$ cat src/rtl/main_decoder_pkg.sv
// main_decoder_pkg: opcodes, aluop classes and controller state encoding
package main_decoder_pkg;

    localparam logic [5:0] OP_LW    = 6'b100011;
    localparam logic [5:0] OP_SW    = 6'b101011;
    localparam logic [5:0] OP_RTYPE = 6'b000000;
    localparam logic [5:0] OP_BEQ   = 6'b000100;
    localparam logic [5:0] OP_ADDI  = 6'b001000;
    localparam logic [5:0] OP_ORI   = 6'b001101;
    localparam logic [5:0] OP_J     = 6'b000010;

    // ALU operation classes, shared with the ALU decoder
    localparam logic [1:0] ALUOP_ADD   = 2'b00;
    localparam logic [1:0] ALUOP_SUB   = 2'b01;
    localparam logic [1:0] ALUOP_FUNCT = 2'b10;
    localparam logic [1:0] ALUOP_OR    = 2'b11;

    typedef enum logic [3:0] {
        FETCH, DECODE, MEMADR, MEMRD, MEMWB, MEMWR, RTYPEEX,
        RTYPEWB, BEQEX, ADDIEX, ADDIWB, ORIEX, ORIWB, JEX
    } state_t;

endpackage

$ cat src/rtl/main_decoder.sv
// main_decoder: multicycle Moore control FSM for the MIPS-style datapath
module main_decoder
    import main_decoder_pkg::*;
(
    input  logic       clk,
    input  logic       reset,
    input  logic [5:0] op,
    input  logic       zero,
    output logic [1:0] aluop,
    output logic       alusrca,
    output logic [1:0] alusrcb,
    output logic [1:0] pcsrc,
    output logic       iord,
    output logic       irwrite,
    output logic       memwrite,
    output logic       regdst,
    output logic       memtoreg,
    output logic       regwrite,
    output logic       pcwrite,
    output logic       branch,
    output logic       pcen
);

    state_t state, state_next;

    // State register; reset drops straight back to FETCH mid-instruction
    always_ff @(posedge clk or posedge reset) begin
        if (reset) state <= FETCH;
        else       state <= state_next;
    end

    // Next state; op only matters in DECODE and MEMADR, stray encodings recover to FETCH
    always_comb begin
        state_next = FETCH;
        case (state)
            FETCH:   state_next = DECODE;
            DECODE:
                case (op)
                    OP_LW, OP_SW: state_next = MEMADR;
                    OP_RTYPE:     state_next = RTYPEEX;
                    OP_BEQ:       state_next = BEQEX;
                    OP_ADDI:      state_next = ADDIEX;
                    OP_ORI:       state_next = ORIEX;
                    OP_J:         state_next = JEX;
                    default:      state_next = FETCH;
                endcase
            MEMADR:  state_next = (op == OP_SW) ? MEMWR : MEMRD;
            MEMRD:   state_next = MEMWB;
            RTYPEEX: state_next = RTYPEWB;
            ADDIEX:  state_next = ADDIWB;
            ORIEX:   state_next = ORIWB;
            default: state_next = FETCH;
        endcase
    end

    // Moore output decode; anything not set for a state stays 0
    always_comb begin
        aluop    = ALUOP_ADD;
        alusrca  = 1'b0;
        alusrcb  = 2'b00;
        pcsrc    = 2'b00;
        iord     = 1'b0;
        irwrite  = 1'b0;
        memwrite = 1'b0;
        regdst   = 1'b0;
        memtoreg = 1'b0;
        regwrite = 1'b0;
        pcwrite  = 1'b0;
        branch   = 1'b0;
        case (state)
            FETCH: begin
                irwrite = 1'b1;
                pcwrite = 1'b1;
                alusrcb = 2'b01;
            end
            DECODE: alusrcb = 2'b11;
            MEMADR, ADDIEX: begin
                alusrca = 1'b1;
                alusrcb = 2'b10;
            end
            MEMRD: iord = 1'b1;
            MEMWB: begin
                regwrite = 1'b1;
                memtoreg = 1'b1;
            end
            MEMWR: begin
                iord     = 1'b1;
                memwrite = 1'b1;
            end
            RTYPEEX: begin
                alusrca = 1'b1;
                aluop   = ALUOP_FUNCT;
            end
            RTYPEWB: begin
                regwrite = 1'b1;
                regdst   = 1'b1;
            end
            BEQEX: begin
                alusrca = 1'b1;
                aluop   = ALUOP_SUB;
                pcsrc   = 2'b01;
                branch  = 1'b1;
            end
            ADDIWB, ORIWB: regwrite = 1'b1;
            ORIEX: begin
                alusrca = 1'b1;
                alusrcb = 2'b10;
                aluop   = ALUOP_OR;
            end
            JEX: begin
                pcwrite = 1'b1;
                pcsrc   = 2'b10;
            end
            default: ;
        endcase
    end

    assign pcen = pcwrite | (branch & zero);

endmodule

$ cat config.mk
export PLATFORM = sky130hd
export DESIGN_NAME = main_decoder
export DESIGN_NICKNAME = d
export VERILOG_FILES = /design/src/rtl/main_decoder_pkg.sv /design/src/rtl/main_decoder.sv
export SDC_FILE = /design/constraint.sdc
export NUM_CORES = 1
export LEC_CHECK = 0
export BUFFER_PORTS_ARGS = -buffer_cell sky130_fd_sc_hd__buf_2
export CORE_AREA = 2 2 39 41
export CTS_BUF_LIST = sky130_fd_sc_hd__clkbuf_8
export DETAILED_ROUTE_END_ITERATION = 10
export DIE_AREA = 0 0 41 43
export PLACE_DENSITY = 0.77
export REMOVE_ABC_BUFFERS = 1
export SETUP_SLACK_MARGIN = 0.02
export SLEW_MARGIN = 0
export SYNTH_ARGS = -nofsm -noshare
export SYNTH_HDL_FRONTEND = slang
export SYNTH_SLANG_ARGS = --single-unit
$ cat constraint.sdc
create_clock -name clk -period 1.1 [get_ports clk]
set_input_delay 0.11 -clock clk [delete_from_list [all_inputs] [get_ports clk]]
set_output_delay 0.11 -clock clk [all_outputs]
set_load 0.02 [all_outputs]
# ---- After elaboration in Yosys (flattened, before gate mapping)
# Cells that the tools add are included.
dict set report totals {
  output_inout_bits 16
  regBits 4
  wordCells 45
  inputBits 9
}
dict set report classes {
  eq_ne 19
  n_mux 15
  bitwise_logic 2
  n_reduce_logical 8
}
# operator n
set ops {}
lappend ops {{4-bit one-hot mux with 7 select lines} 1}
lappend ops {{4-bit == test, second input constant} 6}
lappend ops {{4-bit one-hot mux with 6 select lines} 1}
lappend ops {{4-bit by 3-bit == test with 1-bit output, second input constant} 4}
lappend ops {{6-bit by 4-bit == test with 1-bit output, second input constant} 2}
lappend ops {{6-bit == test, second input constant} 2}
lappend ops {{2-bit one-hot mux with 3 select lines} 2}
lappend ops {{1-bit two-way mux} 9}
lappend ops {{4-bit by 2-bit == test with 1-bit output, second input constant} 2}
lappend ops {{6-bit by 2-bit == test with 1-bit output, second input constant} 1}
lappend ops {{6-bit by 3-bit == test with 1-bit output, second input constant} 1}
lappend ops {{6-bit zero test} 1}
lappend ops {{2-bit OR reduction} 3}
lappend ops {{5-bit OR reduction} 1}
lappend ops {{4-bit by 1-bit == test with 1-bit output, second input constant} 1}
lappend ops {{4-bit zero test} 1}
lappend ops {{2-bit one-hot mux with 2 select lines} 1}
lappend ops {{4-bit OR reduction} 1}
lappend ops {{3-bit two-way mux} 1}
lappend ops {{3-bit OR reduction} 1}
lappend ops {{1-bit AND} 1}
lappend ops {{1-bit OR} 1}

# ---- Logic depth before layout (Yosys ltp)
dict set report logic_depth {
  depth_word 4
  mapped_depth 5
  depth_no_buf 4
}

# ---- Least setup slack after synthesis
# OpenSTA, ideal clock, no wires.
dict set report synth_path {
  kind {reg-to-output}
  start {reg state[3]}
  end {out pcwrite}
  t_required_ns 0.990
  slack_ns -0.585
  path_stages_with_launch 4
  n_path_buf 1
  arrival_time_ns 1.575
  path_cell_list {dfrtp_1 > clkbuf_1 > nor4_1 > or2_2}
}
dict set report synth_between {
  elab_chain_len 3
  elab_cells_between_ends 4
  classes_between {eq/ne (1); mux (1); reduce/logical (2)}
}
# item line
set synth_rtl {}
lappend synth_rtl {{from (decl)} main_decoder.sv:24} ;# state_t state, state_next;
lappend synth_rtl {{from (signal assigned)} main_decoder.sv:29} ;# else state <= state_next;
lappend synth_rtl {{4-bit == test or 4-bit zero test (tied branches)} main_decoder.sv:70} ;# case (state)
lappend synth_rtl {{2-bit OR reduction (no line) (*)} -}
lappend synth_rtl {{1-bit two-way mux (*)} main_decoder.sv:70}
lappend synth_rtl {{to (decl)} main_decoder.sv:19} ;# output logic pcwrite,
# Every way passes the cells marked *; elsewhere a longest branch is shown, timed or not.

# ---- Worst setup path in the final report
dict set report layout_path {
  start {reg state[3]}
  end {out aluop[0]}
}
dict set report layout_between {
  elab_chain_len 2
  elab_cells_between_ends 4
  classes_between {eq/ne (3); mux (1)}
}
# item line
set layout_rtl {}
lappend layout_rtl {{4-bit == test or 4-bit by 3-bit == test with 1-bit output (tied branches)} main_decoder.sv:70}
lappend layout_rtl {{2-bit one-hot mux with 3 select lines (*)} main_decoder.sv:70}
lappend layout_rtl {{to (decl)} main_decoder.sv:9} ;# output logic [1:0] aluop,
# Marks and branches as above.

==> flow_metrics.tcl <==
set metrics [dict create \
    outcome "complete, but fails checks" \
    violations "setup timing" \
    antenna_found_initial 0 \
    end_kind "output pin" \
    avgSynthCellArea_um2 6.86 \
    postRouteAntennaNets 0 \
    fin_nets 136 \
    power_density_mw_per_mm2 2120 \
    yosys_warnings 0 \
    cts_buffers 3 \
    initial_utilization_pct 36.7 \
    critPathKind "flop to output pin" \
    drt_iter0_markers 24 \
    clock-sinks 4 \
    critPathArrivalTime_ns 1.41 \
    largest_register "state" \
    fin_crit_ns 1.52 \
    drv_cap 0 \
    crit_start "state[3]$_DFF_PP0_" \
    crit_fanout 6 \
    gp_congestion 0.761 \
    clock.fmax_mhz 660 \
    hp-class "input port to flop" \
    crit_required_ns 0.99 \
    yosysUniqueCellTypes 28 \
    worst_slew_pin_slew_ns 0.441 \
    ios 25 \
    n_fill_cell 77 \
    dieHeight_um 43 \
    vias 818 \
    multi_input_area_um2 538 \
    hpwlAfterDp_um 1150 \
    grt_pass1_wl_um 2950 \
    fin_ws_ns -0.416 \
    area_growth_pct 132 \
    numPortBuffers 24 \
    track_usage_pct 25.1 \
    top_regs "state (4)" \
    die-width_um 41 \
    instances_no_fill 141 \
    place_inst 124 \
    synth_area_leader_cell "dfrtp_1" \
    cts.path.max_buffers 2 \
    synth.ff_latch_count 4 \
    period_share_pct 138 \
    drive_gt1_share_pct 69.6 \
    fin_tns_setup_ns -5.63 \
    vias_per_cell 5.80 \
    firstDrtPassIters 4 \
    die_area_mm2 0.00176 \
    relSlewSlack_pct 70.4 \
    fp-row-count 14 \
    final_util_pct 85.3 \
    clock-skew-final_ns 0.00778 \
    cts_root_buffer "clkbuf_8" \
    slew_viol_final 0 \
    htreeDepth 1 \
    clock_latency_ns 0.22 \
    largest_reg_flops 4 \
    wl_per_cell_um 17.2 \
    antenna_cells 0 \
    ir_drop_mv 1.44 \
    grt_pass1_vias 678 \
    setup_viol 20 \
    core_area_mm2 0.00138 \
    drc 0 \
    reg2reg_from "state[2]$_DFF_PP0_" \
    dpl_worst_slack_ns -0.213 \
    p_leak_nw 0.534 \
    finalHoldWorstSlack_ns 0.261 \
    clk_pin_slew_worst_paths_ns 0.04 \
    syn_area_um2 508 \
    hold_violations 0 \
    routed_wl_um 2420 \
    synth_seq_area_share_pct 19.7 \
    grt-ovfl-total 0 \
    cts_tree "built" \
    cp-start-kind "flop" \
    seqCellArea_um2 104 \
    synth_top_area_share_pct 19.7 \
    synth_area_leaders "dfrtp_1, nor3_1, nand2b_1, nor2_1, xnor2_1" \
    hold_start "op[5]" \
    grt_max_degree 9 \
    rsz0062_at_grt "true" \
    syn_inst 74 \
]
[per-layer routing]
layer	wire (µm)	vias to the layer above	track usage, %
li1	-	371	-
met1	863	389	26.2
met2	1340	47	45.0
met3	116	11	3.14
met4	97	0	12.0
met5	0	-	0
[synthesized netlist by cell type]
cell	n
a21oi_1	5
a221oi_2	1
a31oi_1	1
a32oi_1	1
and3_1	1
buf_2	3
buf_4	1
clkbuf_1	2
dfrtp_1	4
inv_1	2
nand2_1	5
nand2b_1	5
nand3b_1	1
nand4_1	1
nor2_1	8
nor2b_1	4
nor3_1	8
nor3b_1	3
nor4_1	2
o211a_1	1
o21ai_0	5
o221ai_1	1
o22a_1	1
o31ai_1	1
o32ai_1	1
or2_2	2
or2b_1	1
xnor2_1	3
[final cells by class]
| class | count | area share (%) |
|---|---|---|
| multi-input combinational | 62 | 45.6 |
| timing repair buffer | 54 | 39.8 |
| sequential | 4 | 8.80 |
| clock buffer | 3 | 3.50 |
| tap | 16 | 1.70 |
| inverter | 2 | 0.636 |
[cells in the final DEF (no fill, tap or decap), types with 2 or more instances in the layout]
master    instances
a21oi_1           2
a21oi_2           3
buf_2             9
buf_4            25
buf_6            17
clkbuf_8          3
dfrtp_2           3
nand2_1           3
nand2b_1          3
nor2_1            6
nor2b_4           4
nor3_1            4
nor3_2            3
nor4_4            2
o21ai_1           4
or2_4             2
xnor2_1           2
[path summary, 6_finish.rpt]
check,end,slack [ns],depth (start not counted)
worst min register to register,state[0]$_DFF_PP0_,0.73,2
min in group asynchronous,state[2]$_DFF_PP0_,0.31,3
worst max register to register,state[1]$_DFF_PP0_,-0.17,4
max in group asynchronous,state[1]$_DFF_PP0_,0.62,3
worst max-delay path,aluop[0],-0.42,5
worst min-delay path,state[0]$_DFF_PP0_,0.26,4
[cell families (layout without fill, tap and decap cells)]
group | count (synthesis) | in the layout | share of synthesized area [%]
AO/OA/AOI/OAI | 18 | 18 | 24.4
XOR/XNOR | 3 | 3 | 5.17
buffers and inverters | 8 | 59 | 7.39
flip-flops | 4 | 4 | 19.7
AND/OR/NAND/NOR | 41 | 41 | 43.4
[report_power, final]
group	total, mW	switching [mW]	internal [mW]
registers	0.272	0.0812	0.191
clock network	0.321	0.0866	0.234
logic	1.90	0.913	0.991
[per-stage QoR]
stage	cell area, µm²	power [mW]
after floorplan	478	0.861
after global placement	751	1.36
after detailed placement	751	1.40
after CTS	1040	2.21
after global routing	1180	2.62
final	1180	2.50
[repair_timing]
action                                  in CTS  in global routing
buffers inserted                             7                  7
gates resized for setup                     51                 28
endpoints found under the hold margin        4                  0
endpoints found under the setup margin      20                 20
hold buffers                                 1                  0
pin swaps                                    7                 11
[critical path: stages, from the launching register on]
cell and delay, ns:
dfrtp_2 0.46, buf_6 0.14, nand2b_1 0.10, nand2b_1 0.19, nor2_1 0.12, buf_4 0.16
No activity file was read; power rests on OpenSTA's default activity.
